==> src/rtl/datapath_bist_if.sv <==
// Stimulus/response bundle between the BIST driver and the datapath under test.
// The slave side is the BIST block; the master side starts runs and returns z.
interface datapath_bist_if;
    logic        start;
    logic [7:0]  z;
    logic [7:0]  a;
    logic        sel;
    logic        busy;
    logic        done;
    logic [15:0] signature;

    modport master (output start, z, input a, sel, busy, done, signature);
    modport slave  (input start, z, output a, sel, busy, done, signature);
endinterface

==> src/rtl/datapath_bist.sv <==
// BIST driver for the 8-bit datapath: LFSR operands out, MISR-compacted z back in.
// state | meaning
// IDLE  | outputs parked at zero, waiting for start
// RUN   | one LFSR vector per cycle on a/sel
// DRAIN | a/sel parked, waiting for the last results to reach the MISR
// DONE  | signature frozen, done high, start restarts the run
module datapath_bist #(
    parameter int         NUM_VECTORS = 64,
    parameter int         SEL_AFTER   = 4,
    parameter logic [7:0] SEED        = 8'h5A,
    parameter int         LATENCY     = 1
) (
    input logic            clk,
    input logic            reset,
    datapath_bist_if.slave bus
);
    typedef enum logic [1:0] {IDLE, RUN, DRAIN, DONE} state_t;

    localparam logic [7:0] SEED_EFF  = (SEED == 8'h00) ? 8'h01 : SEED;
    localparam logic [7:0] LAST_VEC  = 8'(NUM_VECTORS - 1);
    localparam logic [8:0] SEL_START = 9'(SEL_AFTER);
    localparam logic [2:0] DRAIN_CNT = 3'(LATENCY);

    state_t               state;
    logic [7:0]           lfsr;
    logic [7:0]           count;
    logic [2:0]           timer;
    logic                 a_valid;
    logic [LATENCY-1:0]   valid_pipe;

    function automatic logic [7:0] lfsr_next(input logic [7:0] v);
        return {v[6:0], v[7] ^ v[5] ^ v[4] ^ v[3]};
    endfunction

    function automatic logic [15:0] misr_next(input logic [15:0] s, input logic [7:0] d);
        return {s[14:0], s[15] ^ s[14] ^ s[12] ^ s[3]} ^ {8'h00, d};
    endfunction

    always_ff @(posedge clk or posedge reset) begin
        if (reset) begin
            state         <= IDLE;
            lfsr          <= 8'h00;
            count         <= 8'h00;
            timer         <= 3'd0;
            a_valid       <= 1'b0;
            valid_pipe    <= '0;
            bus.a         <= 8'h00;
            bus.sel       <= 1'b0;
            bus.busy      <= 1'b0;
            bus.done      <= 1'b0;
            bus.signature <= 16'h0000;
        end else begin
            // a_valid marks the vector currently on a; the pipe ages it to match z.
            for (int i = LATENCY - 1; i > 0; i--) begin
                valid_pipe[i] <= valid_pipe[i-1];
            end
            valid_pipe[0] <= a_valid;
            if (valid_pipe[LATENCY-1]) begin
                bus.signature <= misr_next(bus.signature, bus.z);
            end

            case (state)
                IDLE, DONE: begin
                    if (bus.start) begin
                        bus.a         <= SEED_EFF;
                        bus.sel       <= (SEL_AFTER == 0);
                        a_valid       <= 1'b1;
                        lfsr          <= lfsr_next(SEED_EFF);
                        count         <= 8'd1;
                        timer         <= DRAIN_CNT;
                        bus.busy      <= 1'b1;
                        bus.done      <= 1'b0;
                        bus.signature <= 16'h0000;
                        state         <= (NUM_VECTORS == 1) ? DRAIN : RUN;
                    end
                end
                RUN: begin
                    bus.a   <= lfsr;
                    lfsr    <= lfsr_next(lfsr);
                    bus.sel <= ({1'b0, count} >= SEL_START);
                    count   <= count + 8'd1;
                    if (count == LAST_VEC) begin
                        state <= DRAIN;
                    end
                end
                DRAIN: begin
                    bus.a   <= 8'h00;
                    bus.sel <= 1'b0;
                    a_valid <= 1'b0;
                    // The final absorption lands on the same edge that enters DONE.
                    if (timer == 3'd0) begin
                        state    <= DONE;
                        bus.busy <= 1'b0;
                        bus.done <= 1'b1;
                    end else begin
                        timer <= timer - 3'd1;
                    end
                end
                default: state <= IDLE;
            endcase
        end
    end
endmodule
==> src/flat_wrapper.sv <==
// flat-port wrapper written by rule: the top's interface ports become plain ports
module datapath_bist_flat 
#(
    parameter int         NUM_VECTORS = 64,
    parameter int         SEL_AFTER   = 4,
    parameter logic [7:0] SEED        = 8'h5A,
    parameter int         LATENCY     = 1
)
  (clk, reset, bus_start, bus_z, bus_a, bus_sel, bus_busy, bus_done, bus_signature);
  datapath_bist_if bus_i ();
  input logic clk;
  input logic reset;
  input wire logic [$bits(bus_i.start)-1:0] bus_start;
  input wire logic [$bits(bus_i.z)-1:0] bus_z;
  output wire logic [$bits(bus_i.a)-1:0] bus_a;
  output wire logic [$bits(bus_i.sel)-1:0] bus_sel;
  output wire logic [$bits(bus_i.busy)-1:0] bus_busy;
  output wire logic [$bits(bus_i.done)-1:0] bus_done;
  output wire logic [$bits(bus_i.signature)-1:0] bus_signature;
  assign bus_i.start = bus_start;
  assign bus_i.z = bus_z;
  assign bus_a = bus_i.a;
  assign bus_sel = bus_i.sel;
  assign bus_busy = bus_i.busy;
  assign bus_done = bus_i.done;
  assign bus_signature = bus_i.signature;
  datapath_bist #(.NUM_VECTORS(NUM_VECTORS), .SEL_AFTER(SEL_AFTER), .SEED(SEED), .LATENCY(LATENCY)) u_core (.clk(clk), .reset(reset), .bus(bus_i));
endmodule
==> config.mk <==
export PLATFORM = sky130hd
export DESIGN_NAME = datapath_bist_flat
export DESIGN_NICKNAME = d
export VERILOG_FILES = /design/src/rtl/datapath_bist_if.sv /design/src/rtl/datapath_bist.sv /design/src/flat_wrapper.sv
export SDC_FILE = /design/constraint.sdc
export NUM_CORES = 1
export LEC_CHECK = 0
export BUFFER_PORTS_ARGS = -buffer_cell sky130_fd_sc_hd__buf_2
export CAP_MARGIN = 20
export CORE_ASPECT_RATIO = 1.1
export CORE_MARGIN = 5
export CORE_UTILIZATION = 30
export CTS_CLUSTER_DIAMETER = 50
export CTS_CLUSTER_SIZE = 25
export DETAILED_ROUTE_END_ITERATION = 10
export GPL_TIMING_DRIVEN = 0
export PLACE_DENSITY = 0.52
export RECOVER_POWER = 50
export SKIP_CTS_REPAIR_TIMING = 1
export SLEW_MARGIN = 15
export SYNTH_ARGS = -nofsm -noshare
export SYNTH_HDL_FRONTEND = slang
export SYNTH_SLANG_ARGS = --single-unit
==> constraint.sdc <==
create_clock -name clk -period 2.86 [get_ports clk]
set_input_delay 0.286 -clock clk [delete_from_list [all_inputs] [get_ports clk]]
set_output_delay 0.286 -clock clk [all_outputs]
set_load 0.01 [all_outputs]
==> flow_metrics.py, run 1 <==
metrics = {
    "sta": {
        "hold_violations": 0,
        "whs_ps": 166.4,
        "fmax_mhz": 521.4,
        "maxSlewHeadroom": 0.4050,
        "fin_crit_sh": 0.6706,
        "slew_violations": 0,
        "fin_crit_ps": 1918,
        "grt_setup_unrepaired": "no",
        "setup_viol": 0,
        "tns_ps": 0,
        "finalClockSkew_ps": 9.903,
        "worst_pin_slew_ps": 891.5,
    },
    "synthesis": {
        "synth_area_um2": 2350,
        "synth.top_cells.by_area": "dfrtp_1 53%, mux2i_1 6.0%, xnor2_1 4.8%, nor2_1 4.3%, ha_1 3.7%",
        "seq_area_frac_synth": 0.5325,
        "synth_edf_count": 0,
        "synth_cell_types": 37,
        "avgSynthCellArea_um2": 10.78,
        "synthArstFlopShare": 1.000,
        "yosys.cell_count.top_type": "dfrtp_1",
        "synth_seq_cells": 50,
        "synth_top_flop_cell": "dfrtp_1",
        "ys_warn_count": 0,
        "synth_nets": 236,
        "synth_common_cells": "50 x dfrtp_1, 27 x nor2_1, 18 x nand2_1",
        "synth_top_area_frac": 0.5325,
        "synth_top_area_cell": "dfrtp_1",
        "postSynthCellCount": 218,
    },
    "routing": {
        "vias_per_cell": 4.515,
        "via_count": 1666,
        "dr_wl_met3_um": 255,
        "wl_per_cell_um": 13.34,
        "wl_met1_um": 2382,
        "drt_iter0_drc": 36,
        "drc_errors": 0,
        "antenna_left": 0,
        "top_layer": "met4",
        "routed_wl_um": 4922,
        "first_pass_iters": 4,
        "dr_wl_met2_um": 2243,
    },
    "final_layout": {
        "areaGrowthSynthToFinish_pct": 17.57,
        "antennaDiodeCount": 0,
        "multi_input_area_um2": 998.5,
        "drive_gt1_frac": 0.1894,
        "final-seq-area_um2": 1251,
        "final_cell_area_um2": 2763,
        "nets": 281,
        "fillers": 785,
    },
    "global_route": {
        "track_usage": 0.1041,
        "grt_max_degree": 30,
        "grt_pass1_wl_um": 8100,
        "grt_overflow": 0,
        "grt_pass1_vias": 1645,
        "antenna_found_initial": 0,
    },
    "place": {
        "finalWeightedCongestion": 0.8008,
        "hpwlAfterDp_um": 3502,
        "placed_cell_area_um2": 2686,
        "io_buffer_count": 37,
    },
    "floorplanning": {
        "io_pins": 38,
        "rows": 33,
        "start_util": 0.3110,
        "die_h_um": 102.8,
        "die_w_um": 94.38,
        "coreArea_um2": 7556,
        "dieArea_um2": 9704,
    },
    "clocking": {
        "htree_levels": 2,
        "cts_made_buffers": 5,
        "clk_latency_ps": 300,
        "clk_pin_slew_ps": 90,
        "cts_sinks": 50,
        "cts_buffer_depth": 2,
        "cts_tree": "done",
        "cts-root-buf": "clkbuf_8",
    },
    "pwr": {
        "ir_worst_vdd_v": 0.0004238,
        "finalPower_mw": 3.270,
        "power_density_nw_per_um2": 1184,
        "power_leakage_nw": 1.302,
    },
    "setup_path": {
        "arrival_ps": 2160,
        "ff2ff_setup_slack_ps": 940,
        "critPathLaunchType": "flop",
        "crit_type": "flop to flop",
        "required_ps": 3100,
        "crit_path_end_kind": "flop",
        "crit_fanout": 8,
    },
    "outcome": {
        "outcome": "finished, final reports clean",
    },
    "hold_path": {
        "hold_path_class": "input port to async pin",
    },
    "flow_run": {
        "max-cap-violations": 0,
    },
}
## report_power, final
part,leakage [nW],total [mW],internal [mW],switching (mW)
sequential,0.618,1.26,1.01,0.245
clock,0.0482,0.424,0.196,0.228
combinational,0.635,1.59,0.711,0.877
total,1.30,3.27,1.92,1.35
## worst paths after layout
| kind | cells past startpoint | endpoint | start |
|---|---|---|---|
| hold reg to reg | 0 | u_core.valid_pipe$_DFF_PP0_ | u_core.a_valid$_DFFE_PP0P_ |
| min in group clk | 3 | u_core.bus.signature[4]$_DFF_PP0_ | bus_z[4] |
| max in group asynchronous | 3 | u_core.count[2]$_DFFE_PP0P_ | reset |
| setup reg to reg | 7 | u_core.lfsr[2]$_DFFE_PP0P_ | u_core.state[0]$_DFFE_PP0P_ |
| hold / removal | 2 | u_core.bus.a[1]$_DFFE_PP0P_ | reset |
| setup / recovery | 7 | u_core.lfsr[2]$_DFFE_PP0P_ | u_core.state[0]$_DFFE_PP0P_ |
## cells in the final DEF (no fill, tap or decap), types with 2 or more instances in the layout
master and instances:
xnor2_1 13, nor3_1 3, nand2_1 18, buf_2 30, a22o_2 4, buf_6 2, ha_1 7, clkbuf_8 6
nand3_1 4, mux2i_1 14, a211oi_1 7, nor2_1 27, o22a_1 5, inv_1 10, o21ai_0 12, dfrtp_1 50
a22o_1 5, o22ai_1 2, clkbuf_1 16, a21oi_1 9
## critical path, cell delays in order (launching register included)
cell and delay (ps):
dfrtp_1 400, inv_1 70, ha_1 300, buf_6 140
nor2b_1 120, buf_2 160, a21oi_1 450, o22a_1 230
## layer usage
layer | vias up | GRT usage
met4 | 0 | 0.03000
met3 | 6 | 0.02190
met5 | - | 0
li1 | 842 | -
met2 | 38 | 0.1763
met1 | 780 | 0.1350
## area by class of cell
| cell class | count | area share |
|---|---|---|
| inverter | 10 | 0.01359 |
| multi-input combinational | 147 | 0.3614 |
| timing repair buffer | 38 | 0.06884 |
| buffer | 11 | 0.02264 |
| tap | 105 | 0.04755 |
| clock buffer | 7 | 0.03125 |
| sequential | 50 | 0.4529 |
| clock inverter | 1 | 0.001812 |
## through the flow
stage | cells | util | setup WS (ps)
2_1_floorplan | 218 | - | 1208
6_report | 369 | 0.3656 | 942.0
4_1_cts | 369 | 0.3676 | 913.3
3_5_place_dp | 361 | 0.3555 | 951.1
3_3_place_gp | 360 | 0.3529 | 626.1
5_1_grt | 369 | 0.3656 | 773.7
## state kept, by name, indices dropped and copies added (netlist names), 2 cells and up
register,flops
u_core.bus.a,8
u_core.timer,3
u_core.count,8
u_core.state,2
u_core.bus.signature,16
u_core.lfsr,8
## cell families after synthesis
group                    after synthesis  synth area share
buffers and inverters                 21           0.04260
adder cells (fa/ha/maj)                7           0.03727
flip-flops                            50            0.5325
XOR/XNOR                              15           0.06177
AND/OR/NAND/NOR                       62            0.1219
multiplexers                          15           0.06443
AO/OA/AOI/OAI                         48            0.1395
Power figures use the tool's default switching activity.
==> inputs of run 2 (changes only) <==
- clock period: 2.86 -> 1.8 ns (I/O delays scaled with it)
==> run 2 against run 1 <==
Sequential cell count did not move. Count of clock-buffer cells in the layout stayed put. Hold slack better by 8.8 ps. Worst setup slack got worse by 860 ps. Clock skew about the same. Total power is 64% higher. Critical path depth grew 1. Wire length grew 3.8%. First-iteration DRC count down 19%. Utilization is 0.75 points higher. Critical endpoint is now u_core.timer[2]$_DFFE_PP0P_. Largest power group unchanged.
==> flow_metrics.py, run 2 (same netlist as run 1, synthesis figures left out) <==
metrics = {
    "global_route": {
        "gr-usage-met1": 0.1350,
        "grtUsageMet2": 0.1763,
        "grt.busiest_layer": "met2",
        "grt_pass1_vias": 1645,
        "gr-usage-met3": 0.02190,
        "antenna_found_initial": 0,
        "grt_max_degree": 30,
        "grt_overflow": 0,
        "grt_pass1_wl_um": 8100,
        "track_usage": 0.1041,
    },
    "setup_path": {
        "crit_type": "flop to flop",
        "cpMostUsedCell": "buf_6",
        "slowest_stage": "dfrtp_1",
        "path_cells": "inv_1 > ha_1 > buf_6 > nor2b_4 > buf_6 > nor3_1 > mux2_2 > a22o_1",
        "arrival_ps": 1920,
        "worst_path_dominant_cell_family": "flip-flops",
        "required_ps": 2000,
        "cp_num_buf_inv": 3,
        "critPathMaxStageDelay_ps": 390,
        "crit_path_end_kind": "flop",
        "crit_fanout": 8,
        "critPathLaunchType": "flop",
    },
    "sta": {
        "finalClockSkew_ps": 9.550,
        "fin_crit_sh": 0.9568,
        "worst_pin_slew_ps": 889.2,
        "tns_ps": 0,
        "setup_viol": 0,
        "fin_crit_ps": 1722,
        "grt_setup_unrepaired": "yes",
        "maxSlewHeadroom": 0.4066,
        "fin_ws_ps": 77.71,
        "slew_violations": 0,
        "fmax_mhz": 580.6,
        "hold_violations": 0,
    },
    "pwr": {
        "ir_worst_vdd_v": 0.0006842,
        "finalPower_mw": 5.374,
        "power_density_nw_per_um2": 1906,
        "power_leakage_nw": 1.287,
    },
    "final_layout": {
        "final_common_cell": "dfrtp_1",
        "top_register": "u_core.bus.signature",
        "nets": 284,
        "layoutNonFillerInstCount": 372,
        "layout_common_cells": "50 x dfrtp_1, 27 x nor2_1, 27 x clkbuf_1, 18 x nand2_1, 15 x buf_2",
        "antennaDiodeCount": 0,
        "largest_reg_flops": 16,
        "drive_gt1_frac": 0.1723,
        "areaGrowthSynthToFinish_pct": 19.97,
    },
    "place": {
        "dp_worst_setup_slack_ps": -108.9,
        "hpwlAfterDp_um": 3502,
        "finalWeightedCongestion": 0.8008,
        "placedCellCount": 361,
        "io_buffer_count": 37,
    },
    "clocking": {
        "cts_tree": "done",
        "clk_pin_slew_ps": 90,
        "htree_levels": 2,
        "clk_latency_ps": 300,
        "cts-root-buf": "clkbuf_8",
        "cts_buffer_depth": 2,
        "cts_made_buffers": 5,
        "cts_sinks": 50,
    },
    "routing": {
        "via_count": 1696,
        "wl_per_cell_um": 13.73,
        "drt_iter0_drc": 29,
        "first_pass_iters": 4,
        "vias_per_cell": 4.559,
        "routed_wl_um": 5107,
        "drc_errors": 0,
        "antenna_left": 0,
    },
    "floorplanning": {
        "start_util": 0.3110,
        "die_h_um": 102.8,
        "dieArea_um2": 9704,
        "rows": 33,
        "coreArea_um2": 7556,
        "io_pins": 38,
        "die_w_um": 94.38,
    },
    "outcome": {
        "outcome": "finished, final reports clean",
    },
    "hold_path": {
        "hold_path_class": "input port to flop",
    },
    "flow_run": {
        "max-cap-violations": 0,
    },
}
[run 2: final timing paths]
| check | startpoint | endpoint | slack, ps | depth (start not counted) |
|---|---|---|---|---|
| worst min register to register | u_core.a_valid$_DFFE_PP0P_ | u_core.valid_pipe$_DFF_PP0_ | 410 | 0 |
| worst max register to register | u_core.state[0]$_DFFE_PP0P_ | u_core.timer[2]$_DFFE_PP0P_ | 80 | 8 |
| worst max-delay path | u_core.state[0]$_DFFE_PP0P_ | u_core.timer[2]$_DFFE_PP0P_ | 80 | 8 |
| worst min-delay path | bus_z[4] | u_core.bus.signature[4]$_DFF_PP0_ | 180 | 3 |
| min in group asynchronous | reset | u_core.bus.a[1]$_DFFE_PP0P_ | 620 | 3 |
| max in group asynchronous | reset | u_core.count[2]$_DFFE_PP0P_ | 530 | 4 |
[run 2: final cells by class]
cell class / instances / area (µm²)
Timing Repair Buffer: 42 / 206.4
Fill cell: 787 / 4737
Multi-Input combinational cell: 147 / 1028
Inverter: 10 / 37.54
Sequential cell: 50 / 1251
Buffer: 10 / 72.57
Clock inverter: 1 / 5.005
Tap cell: 105 / 131.4
Clock buffer: 7 / 86.33
[run 2: where the power goes]
part	switching, mW	internal [mW]
sequential	0.397	1.61
combinational	1.46	1.23
clock	0.365	0.311
total	2.22	3.15
[run 2: metal layers]
metal,up-vias,part of all wire
met4,0,0.0078
met5,-,0
met2,35,0.46
met1,811,0.48
li1,845,-
met3,5,0.048
[run 2: metrics by stage]
step	utilization	hold slack (ps)	area, µm²
3_3_place_gp	0.3529	390.5	2666
6_report	0.3731	175.2	2819
3_5_place_dp	0.3555	241.0	2686
5_1_grt	0.3731	171.2	2819
4_1_cts	0.3676	-92.38	2778
2_1_floorplan	-	374.3	2350
[run 2: worst reg2reg max path: stages, from the launching register on]
cell and delay, ps:
dfrtp_1 390, inv_1 70, ha_1 280, buf_6 130
nor2b_4 140, buf_6 140, nor3_1 50, mux2_2 260
a22o_1 170
